==> config.mk <==
export PLATFORM = sky130hd
export DESIGN_NAME = spi_mmio_master
export DESIGN_NICKNAME = d
export VERILOG_FILES = /design/src/rtl/spi_mmio_master.sv
export SDC_FILE = /design/constraint.sdc
export NUM_CORES = 1
export LEC_CHECK = 0
export ABC_AREA = 1
export BUFFER_PORTS_ARGS = -buffer_cell sky130_fd_sc_hd__buf_2
export CORE_AREA = 2 2 135 137
export DETAILED_ROUTE_END_ITERATION = 6
export DIE_AREA = 0 0 137 139
export GPL_ROUTABILITY_DRIVEN = 0
export PLACE_DENSITY = 0.78
export SYNTH_ARGS = -nofsm -noshare
export SYNTH_HDL_FRONTEND = slang
export SYNTH_SLANG_ARGS = --single-unit
==> constraint.sdc <==
create_clock -name clk -period 3.2 [get_ports clk]
set_input_delay 0.32 -clock clk [delete_from_list [all_inputs] [get_ports clk]]
set_output_delay 0.32 -clock clk [all_outputs]
set_load 0.01 [all_outputs]
==> src/rtl/spi_mmio_master.sv <==
// Memory-mapped SPI master (mode 0) with TX/RX byte FIFOs and a divided SCK; `SPI_LOOPBACK_EN adds LOOPBACK at 0x004.
// Response exactly one cycle after every request; requests always accepted, TX pushes dropped when full.
module spi_mmio_master #(
   parameter int          LGDEPTH    = 3,
   parameter logic [11:0] SCKDIV_RST = 12'd3
) (
   input  logic        clk,
   input  logic        resetn,
   input  logic        rq_en,
   input  logic        rq_iswrite,
   input  logic [11:0] rq_addr,
   input  logic [31:0] rq_data,
   output logic        rs_en,
   output logic [31:0] rs_data,
   output logic        spi_clk,
   output logic        spi_mosi,
   input  logic        spi_miso,
   output logic        spi_csn
);
   localparam logic [1:0]  ST_IDLE    = 2'd0;
   localparam logic [1:0]  ST_LO      = 2'd1;
   localparam logic [1:0]  ST_HI      = 2'd2;
   localparam logic [11:0] A_SCKDIV   = 12'h000;
   localparam logic [11:0] A_LOOPBACK = 12'h004;
   localparam logic [11:0] A_CSMODE   = 12'h018;
   localparam logic [11:0] A_TXDATA   = 12'h048;
   localparam logic [11:0] A_RXDATA   = 12'h04C;
   localparam int               DEPTH    = 1 << LGDEPTH;
   localparam logic [LGDEPTH:0] FULL_CNT = (LGDEPTH+1)'(DEPTH);

   logic [11:0]        sckdiv, timer;
   logic [1:0]         csmode, state;
   logic [7:0]         shreg, rxsh, tx_head, rx_head;
   logic [3:0]         bitcnt;
   logic               rx_ovf, sample;
   logic               wr_req, rd_req, hi_done, last_bit;
   logic               tx_push, tx_pop, rx_push, rx_pop, tx_push_ok, rx_push_ok;
   logic               tx_full, tx_empty, rx_full, rx_empty;
   logic [31:0]        rd_val;
   logic [7:0]         tx_mem [DEPTH];
   logic [7:0]         rx_mem [DEPTH];
   logic [LGDEPTH-1:0] tx_wp, tx_rp, rx_wp, rx_rp;
   logic [LGDEPTH:0]   tx_cnt, rx_cnt;
   logic               unused_bits;

   assign unused_bits = ^{rq_data[31:12], shreg[7]};

   assign wr_req   = rq_en && rq_iswrite;
   assign rd_req   = rq_en && !rq_iswrite;
   assign hi_done  = (state == ST_HI) && (timer == '0);
   assign last_bit = (bitcnt == 4'd1);

   assign tx_full    = (tx_cnt == FULL_CNT);
   assign tx_empty   = (tx_cnt == '0);
   assign rx_full    = (rx_cnt == FULL_CNT);
   assign rx_empty   = (rx_cnt == '0);
   assign tx_head    = tx_mem[tx_rp];
   assign rx_head    = rx_mem[rx_rp];
   assign tx_push    = wr_req && (rq_addr == A_TXDATA);
   assign tx_push_ok = tx_push && !tx_full;
   assign tx_pop     = !tx_empty && ((state == ST_IDLE) || (hi_done && last_bit));
   assign rx_push    = hi_done && last_bit;
   assign rx_push_ok = rx_push && !rx_full;
   assign rx_pop     = rd_req && (rq_addr == A_RXDATA) && !rx_empty;

   // Full/empty come from the occupancy before this cycle, so a push into a
   // full FIFO is dropped even when a pop happens in the same cycle.
   always_ff @(posedge clk) begin
      if (tx_push_ok) tx_mem[tx_wp] <= rq_data[7:0];
      if (rx_push_ok) rx_mem[rx_wp] <= rxsh;
   end

   always_ff @(posedge clk or negedge resetn) begin
      if (!resetn) begin
         tx_wp  <= '0;
         tx_rp  <= '0;
         tx_cnt <= '0;
         rx_wp  <= '0;
         rx_rp  <= '0;
         rx_cnt <= '0;
      end else begin
         if (tx_push_ok) tx_wp <= tx_wp + LGDEPTH'(1);
         if (tx_pop)     tx_rp <= tx_rp + LGDEPTH'(1);
         if (rx_push_ok) rx_wp <= rx_wp + LGDEPTH'(1);
         if (rx_pop)     rx_rp <= rx_rp + LGDEPTH'(1);
         tx_cnt <= tx_cnt + {{LGDEPTH{1'b0}}, tx_push_ok} - {{LGDEPTH{1'b0}}, tx_pop};
         rx_cnt <= rx_cnt + {{LGDEPTH{1'b0}}, rx_push_ok} - {{LGDEPTH{1'b0}}, rx_pop};
      end
   end

`ifdef SPI_LOOPBACK_EN
   logic loopback;

   always_ff @(posedge clk or negedge resetn) begin
      if (!resetn)                              loopback <= 1'b0;
      else if (wr_req && rq_addr == A_LOOPBACK) loopback <= rq_data[0];
   end

   assign sample = loopback ? spi_mosi : spi_miso;
`else
   assign sample = spi_miso;
`endif

   always_comb begin
      rd_val = '0;
      case (rq_addr)
         A_SCKDIV: rd_val = {20'h0, sckdiv};
         A_CSMODE: rd_val = {30'h0, csmode};
         A_TXDATA: rd_val = {tx_full, 31'h0};
         A_RXDATA: rd_val = {rx_empty, rx_ovf, 22'h0, rx_empty ? 8'h00 : rx_head};
`ifdef SPI_LOOPBACK_EN
         A_LOOPBACK: rd_val = {31'h0, loopback};
`endif
         default: rd_val = '0;
      endcase
   end

   always_ff @(posedge clk or negedge resetn) begin
      if (!resetn) begin
         rs_en   <= 1'b0;
         rs_data <= '0;
         sckdiv  <= SCKDIV_RST;
         csmode  <= 2'b00;
         spi_csn <= 1'b1;
         rx_ovf  <= 1'b0;
      end else begin
         rs_en   <= rq_en;
         rs_data <= rd_req ? rd_val : '0;
         if (wr_req && rq_addr == A_SCKDIV) sckdiv <= rq_data[11:0];
         if (wr_req && rq_addr == A_CSMODE) begin
            csmode  <= rq_data[1:0];
            spi_csn <= !rq_data[1];
         end
         // An overflow in the same cycle as an RXDATA read must stay visible.
         if (rx_push && rx_full)                          rx_ovf <= 1'b1;
         else if (rd_req && rq_addr == A_RXDATA)          rx_ovf <= 1'b0;
      end
   end

   always_ff @(posedge clk or negedge resetn) begin
      if (!resetn) begin
         state    <= ST_IDLE;
         timer    <= '0;
         bitcnt   <= '0;
         shreg    <= '0;
         rxsh     <= '0;
         spi_clk  <= 1'b0;
         spi_mosi <= 1'b0;
      end else begin
         case (state)
            ST_IDLE: begin
               spi_clk <= 1'b0;
               if (!tx_empty) begin
                  shreg    <= tx_head;
                  bitcnt   <= 4'd8;
                  timer    <= sckdiv;
                  spi_mosi <= tx_head[7];
                  state    <= ST_LO;
               end
            end
            ST_LO: begin
               if (timer != '0) begin
                  timer <= timer - 12'd1;
               end else begin
                  rxsh    <= {rxsh[6:0], sample};
                  spi_clk <= 1'b1;
                  timer   <= sckdiv;
                  state   <= ST_HI;
               end
            end
            ST_HI: begin
               if (timer != '0) begin
                  timer <= timer - 12'd1;
               end else begin
                  spi_clk <= 1'b0;
                  if (last_bit) begin
                     // Chain straight into the next byte so there is no idle gap.
                     if (!tx_empty) begin
                        shreg    <= tx_head;
                        bitcnt   <= 4'd8;
                        timer    <= sckdiv;
                        spi_mosi <= tx_head[7];
                        state    <= ST_LO;
                     end else begin
                        bitcnt <= '0;
                        state  <= ST_IDLE;
                     end
                  end else begin
                     shreg    <= {shreg[6:0], 1'b0};
                     bitcnt   <= bitcnt - 4'd1;
                     spi_mosi <= shreg[6];
                     timer    <= sckdiv;
                     state    <= ST_LO;
                  end
               end
            end
            default: state <= ST_IDLE;
         endcase
      end
   end
endmodule

==> results of run 1 <==
[flip-flops by register name, summed over array words and instances, names as in the netlist]
name      cells
rx_mem       64
tx_mem       64
rs_data      14
sckdiv       12
timer        12
rxsh          8
shreg         7
bitcnt        4
rx_cnt        4
tx_cnt        4
rx_rp         3
rx_wp         3
tx_rp         3
tx_wp         3
csmode        2
state         2
rs_en         1
rx_ovf        1
spi_clk       1
spi_csn       1
spi_mosi      1
[cell type report]
| type | instances | area [sq um] | share of cell area |
|---|---|---|---|
| clock buffer | 26 | 597 | 0.0513 |
| clock inverter | 16 | 249 | 0.0214 |
| inverter | 92 | 345 | 0.0297 |
| multi-input combinational | 745 | 3730 | 0.321 |
| sequential | 214 | 6000 | 0.515 |
| tap | 229 | 287 | 0.0246 |
| timing repair buffer | 72 | 433 | 0.0372 |
[power by group through the flow]
stage | logic [W] | clock network (W) | registers (W)
floorplan | 0.000136 | 0 | 0.00302
global placement | 0.000200 | 0 | 0.00303
detailed placement | 0.000207 | 0 | 0.00303
CTS | 0.000213 | 0.00298 | 0.00298
global route | 0.000245 | 0.00308 | 0.00298
finish | 0.000213 | 0.00294 | 0.00298
[logic make-up after synthesis]
group,count (synthesis),synth area share
and+or+nand+nor,564,0.239
DFF,214,0.582
buffers and inverters,145,0.0624
muxes,12,0.0131
xor gates and xnor gates,12,0.0102
other,1,0.000364
AOI/OAI and AO/OA,113,0.0601
adders and majority gates,26,0.0330
[worst max-delay path: stages (launching register included)]
cell and delay [ns]:
dfrtp_1 0.38, inv_1 0.22, ha_1 0.22, inv_1 0.08, nor2_1 0.17, nand3_4 0.12
nor2_8 0.11, nand2_4 0.11, a21oi_4 0.22, ha_1 0.26, inv_1 0.05, ha_1 0.17
inv_1 0.06, fa_1 0.47, inv_1 0.04
[cell usage in the layout, fill, tap and decap left out, types with 3 or more instances in the layout]
| cell | synthesis | layout |
|---|---|---|
| clkbuf_16 | 0 | 23 |
| nand3b_1 | 3 | 3 |
| o211ai_1 | 14 | 14 |
| nor2_2 | 4 | 4 |
| nor2_1 | 123 | 123 |
| mux2_2 | 12 | 12 |
| conb_1 | 1 | 18 |
| dfstp_2 | 3 | 3 |
| nand2_1 | 275 | 275 |
| nor2_4 | 5 | 5 |
| inv_2 | 3 | 3 |
| xor2_1 | 6 | 6 |
| clkinv_2 | 0 | 5 |
| nand2_2 | 9 | 9 |
| o21ai_0 | 69 | 69 |
| edfxtp_1 | 128 | 128 |
| nor3_1 | 13 | 13 |
| dfrtp_1 | 83 | 83 |
| xnor2_1 | 6 | 6 |
| nand4_1 | 9 | 9 |
| bufinv_16 | 0 | 6 |
| ha_1 | 24 | 24 |
| nand3_1 | 112 | 112 |
| buf_4 | 20 | 25 |
| a21oi_1 | 25 | 25 |
| clkinv_1 | 3 | 5 |
| buf_2 | 13 | 45 |
| inv_1 | 86 | 86 |
[per-stage QoR]
step | worst slack, ns | hold WS, ns | util | area [sq um] | total power (W)
floorplan | 0.662 | 0.0244 | - | 10400 | 0.00316
global placement | 0.503 | 0.314 | 0.610 | 10800 | 0.00323
detailed placement | 0.442 | 0.315 | 0.610 | 10800 | 0.00324
CTS | 0.440 | 0.00366 | 0.659 | 11600 | 0.00617
global route | 0.239 | 0.0226 | 0.659 | 11600 | 0.00630
finish | 0.415 | 0.00661 | 0.659 | 11600 | 0.00613
[metal layers]
metal | up-vias | wire, microns | track usage
met1 | 3658 | 9250 | 0.338
li1 | 3700 | - | -
met3 | 47 | 1510 | 0.0318
met5 | - | 0 | 0
met2 | 278 | 11700 | 0.416
met4 | 0 | 507 | 0.0743
[path summary, 6_finish.rpt]
kind,start,end,slack (ns)
max,timer[0],tx_cnt[1],0.42
min,rq_data[11],sckdiv[11],0.007
max reg2reg,timer[0],tx_cnt[1],0.42
min reg2reg,timer[0],timer[0],0.49
max in group asynchronous,resetn,rxsh[1],2.12
min in group asynchronous,resetn,spi_mosi,0.30
==> flow_metrics.py, run 1 <==
metrics = {
    "setup_path": {
        "start_kind": "register",
        "critical_path_class": "register to register",
        "critical_path_arrival_ns": 3.21,
        "rr_worst_depth": 14,
        "required_ns": 3.62,
        "cp-end-kind": "register",
        "crit_fanout": 8,
    },
    "routing": {
        "final_antenna_net_count": 0,
        "dr_total_vias": 7683,
        "totalWireLength_microns": 22900,
        "wl_per_cell_microns": 16.5,
        "drt-initial-drc-count": 744,
        "first_pass_iters": 6,
        "drc_errors": 0,
        "vias_per_cell": 5.51,
    },
    "yosys": {
        "synth_cells": 1087,
        "synthTopCellsByArea": "edfxtp_1, dfrtp_1, nand2_1",
        "synth_area_leader_cell": "edfxtp_1",
        "yosysSeqAreaShare": 0.582,
        "yosysUniqueCellTypes": 42,
        "asyncSetResetFlopFracSynth": 0.402,
        "netlist_top_cells_count": "nand2_1, edfxtp_1, nor2_1",
        "synth_edf_count": 128,
        "synth_top_area_share": 0.373,
        "yosysMostFrequentCell": "nand2_1",
        "ys_warn_count": 0,
        "ys.flop_type": "edfxtp_1",
        "syn_area_per_cell_sq_um": 9.49,
        "mappedNetlistArea_sq_mm": 0.0103,
        "synth-seq-cells": 214,
    },
    "power_and_ir_drop": {
        "power_frac_clock": 0.480,
        "pwr-share-comb": 0.035,
        "power.switching_w": 0.00128,
        "vdd.ir_drop.worst_mv": 0.462,
        "leakage_nw": 5.03,
        "internal-power_w": 0.00485,
        "powerDensity_mw_per_mm2": 527,
        "seqPwrFrac": 0.486,
        "p_sw_frac": 0.208,
    },
    "floorplan": {
        "num_rows": 49,
        "io_pins": 85,
        "die_w_microns": 137,
        "initial_core_util": 0.584,
        "core-area_sq_mm": 0.0177,
        "die-area_sq_mm": 0.0190,
        "die_h_microns": 139,
    },
    "clock_tree": {
        "clock_path_buffers": 3,
        "cts_num_sinks": 214,
        "postCtsResizedCells": 0,
        "post_cts_buffers": 0,
        "cts_buffers": 23,
        "cts_tree": "built",
        "insertion_delay_ns": 0.52,
        "cts_root_buf": "clkbuf_16",
        "htree_num_levels": 1,
        "postCtsHoldBufs": 2,
        "clk_pin_slew_ns": 0.06,
    },
    "hold_path": {
        "hp-class": "input pin to register",
        "min_path_cells": 3,
    },
    "placement": {
        "place_inst": 1350,
        "port_buffers": 46,
        "dp_hpwl_microns": 15300,
    },
    "global_route": {
        "antenna_found_initial": 0,
        "grt_max_degree": 36,
        "grt_pass1_vias": 7410,
        "grt_overflow": 0,
        "grt_usage": 0.248,
        "grt_pass1_wl_microns": 37200,
    },
    "timing": {
        "slew_violations": 0,
        "period_needed_ns": 2.78,
        "slew_headroom": 0.331,
        "hold_violations": 0,
        "skew_ns": 0.0154,
        "fmax_mhz": 359,
        "setup_viol_count_final": 0,
        "setup_tns_ns": 0,
        "rsz0062_at_grt": "no",
        "finalCritPeriodShare": 0.870,
        "tightest_slew_ns": 1.00,
    },
    "final_layout": {
        "drive_above_1_share": 0.131,
        "fin_nets": 1223,
        "n_fill_cell": 1389,
        "layout.cells.non_filler": 1394,
        "antenna_cells": 0,
        "area_delta_synth_final_pct": 12.9,
    },
    "job": {
        "drv_cap": 0,
    },
    "status": {
        "outcome": "finished, final reports clean",
    },
}
No activity file was read; power rests on OpenSTA's default activity.
==> run 2: changes to the inputs <==
--- a/config.mk
+++ b/config.mk
@@ -8,6 +8,7 @@
 export ABC_AREA = 1
 export BUFFER_PORTS_ARGS = -buffer_cell sky130_fd_sc_hd__buf_2
 export CORE_AREA = 2 2 135 137
+export CTS_BUF_LIST = sky130_fd_sc_hd__clkbuf_8 sky130_fd_sc_hd__clkbuf_16
 export DETAILED_ROUTE_END_ITERATION = 6
 export DIE_AREA = 0 0 137 139
 export GPL_ROUTABILITY_DRIVEN = 0
==> run 2 against run 1 <==
  * Die area unchanged
  * Via count about the same
  * First-iteration DRC count grew 1.1%
  * Clock power about the same
  * Sequential share of layout area unchanged
  * Critical endpoint unchanged
  * Critical path depth did not move
  * Setup slack lost 0.0012 ns
  * Count of clock-buffer cells in the layout down 2
  * Combinational power about the same
==> flow_metrics.py, run 2 (synthesis gave the netlist of run 1 again) <==
metrics = {
    "status": {
        "outcome": "finished, final reports clean",
    },
    "timing": {
        "setup_viol_count_final": 0,
        "fmax_mhz": 359,
        "slew_violations": 0,
        "layout_setup_ws_ns": 0.414,
        "setup_tns_ns": 0,
        "slew_headroom": 0.317,
        "rsz0062_at_grt": "no",
        "finalCritPeriodShare": 0.871,
        "skew_ns": 0.0155,
        "tightest_slew_ns": 1.02,
        "fin_hold_ws_ns": 0.00624,
        "hold_violations": 0,
        "period_needed_ns": 2.79,
    },
    "floorplan": {
        "core-area_sq_mm": 0.0177,
        "num_rows": 49,
        "initial_core_util": 0.584,
        "die-area_sq_mm": 0.0190,
        "die_w_microns": 137,
        "io_pins": 85,
        "die_h_microns": 139,
    },
    "global_route": {
        "grt_pass1_wl_microns": 37200,
        "top_usage_layer": "met2",
        "grt_usage": 0.248,
        "gr-usage-met3": 0.0318,
        "met1_usage": 0.338,
        "grt_pass1_vias": 7410,
        "grt_overflow": 0,
        "use_met2": 0.416,
        "antenna_found_initial": 0,
        "grt_max_degree": 36,
    },
    "clock_tree": {
        "post_cts_buffers": 0,
        "clock_path_buffers": 3,
        "cts_buffers": 23,
        "postCtsResizedCells": 0,
        "clk_pin_slew_ns": 0.06,
        "cts_root_buf": "clkbuf_16",
        "cts_num_sinks": 214,
        "htree_num_levels": 1,
        "cts_tree": "built",
        "insertion_delay_ns": 0.52,
    },
    "final_layout": {
        "mostFrequentLayoutCell": "nand2_1",
        "final_cell_mix": "nand2_1, edfxtp_1, nor2_1, nand3_1, inv_1",
        "final_area_sq_mm": 0.0116,
        "top_regs": "rx_mem: 64 flops, tx_mem: 64 flops, rs_data: 14 flops",
        "drive_above_1_share": 0.131,
        "area_delta_synth_final_pct": 12.9,
        "fin_nets": 1223,
        "antenna_cells": 0,
    },
    "routing": {
        "drt-initial-drc-count": 752,
        "wl_per_cell_microns": 16.5,
        "first_pass_iters": 5,
        "final_antenna_net_count": 0,
        "totalWireLength_microns": 23000,
        "drc_errors": 0,
        "vias_per_cell": 5.51,
        "dr_total_vias": 7686,
    },
    "setup_path": {
        "slowest_stage": "fa_1",
        "regToRegEndpoint": "tx_cnt[1]",
        "cpMostUsedCell": "inv_1",
        "crit_buf_inv": 5,
        "cp-end-kind": "register",
        "cp_top_family": "adder cells",
        "rr_worst_depth": 14,
        "cp_cell_sequence": "inv_1, ha_1, inv_1, nor2_1, nand3_4, nor2_8, nand2_4, a21oi_4, ha_1, inv_1, ha_1, inv_1, fa_1, inv_1",
        "critical_path_class": "register to register",
        "crit_path_start": "timer[0]",
        "crit_fanout": 8,
        "slowest_delay_ns": 0.47,
        "critical_path_arrival_ns": 3.21,
        "timing.rr.start": "timer[0]",
        "start_kind": "register",
        "rrSetupSlack_ns": 0.41,
        "cp_num_cells": 14,
        "required_ns": 3.62,
        "timing.critical_path.to": "tx_cnt[1]",
    },
    "hold_path": {
        "hp-class": "input pin to register",
    },
    "power_and_ir_drop": {
        "leakage_nw": 5.03,
        "vdd.ir_drop.worst_mv": 0.462,
        "powerDensity_mw_per_mm2": 526,
        "power_w": 0.00613,
    },
    "placement": {
        "port_buffers": 46,
        "placed_area_sq_mm": 0.0108,
        "dp_slack_ns": 0.442,
        "dp_hpwl_microns": 15300,
    },
    "job": {
        "drv_cap": 0,
    },
}
## run 2: changes by cell type in the layout (fill, tap and decap cells not counted)
| cell | previous run | this run |
|---|---|---|
| clkbuf_1 | 2 | 0 |
| inv_1 | 86 | 88 |
## run 2: layout make-up
| class | count | area, sq um |
|---|---|---|
| well taps | 229 | 287 |
| flip-flops and latches | 214 | 6000 |
| fillers | 1389 | 6010 |
| clock buffers | 24 | 589 |
| repair buffers | 72 | 433 |
| clock inverters | 18 | 256 |
| multi-input cells | 745 | 3730 |
| inverters | 92 | 345 |
## run 2: worst min-delay path: cells and delay by family
family          cells  cell delay, ns
compound gates      1            0.05
buf+inv             1            0.08
simple gates        1            0.04
## run 2: how the worst min path moves through the flow
stage / start / endpoint / cells past startpoint
detailed placement: resetn / tx_rp[2] / 1
floorplan: resetn / bitcnt[0] / 0
finish: rq_data[11] / sckdiv[11] / 3
CTS: rq_data[11] / sckdiv[11] / 3
global placement: resetn / tx_rp[2] / 1
global route: rq_data[11] / sckdiv[11] / 3
## run 2: repair_timing
action | 4_1_cts | 5_1_grt
hold buffers | 2 | 0
setup endpoints to repair | 0 | 0
hold endpoints to repair | 31 | 0
## run 2: stage by stage
step / cells / utilization
finish: 1394 / 0.659
detailed placement: 1350 / 0.610
global route: 1394 / 0.659
floorplan: 1104 / -
global placement: 1350 / 0.610
CTS: 1394 / 0.659
## run 2: routing by layer
metal / up-vias / routed length (microns) / part of all wire
met4: 0 / 517 / 0.023
met1: 3642 / 9260 / 0.40
met3: 45 / 1530 / 0.067
met2: 297 / 11600 / 0.51
met5: - / 0 / 0
li1: 3702 / - / -
## run 2: report_power, final
part           internal, W  switching (W)
Clock              0.00183        0.00110
Sequential         0.00294      0.0000345
Combinational    0.0000721       0.000143
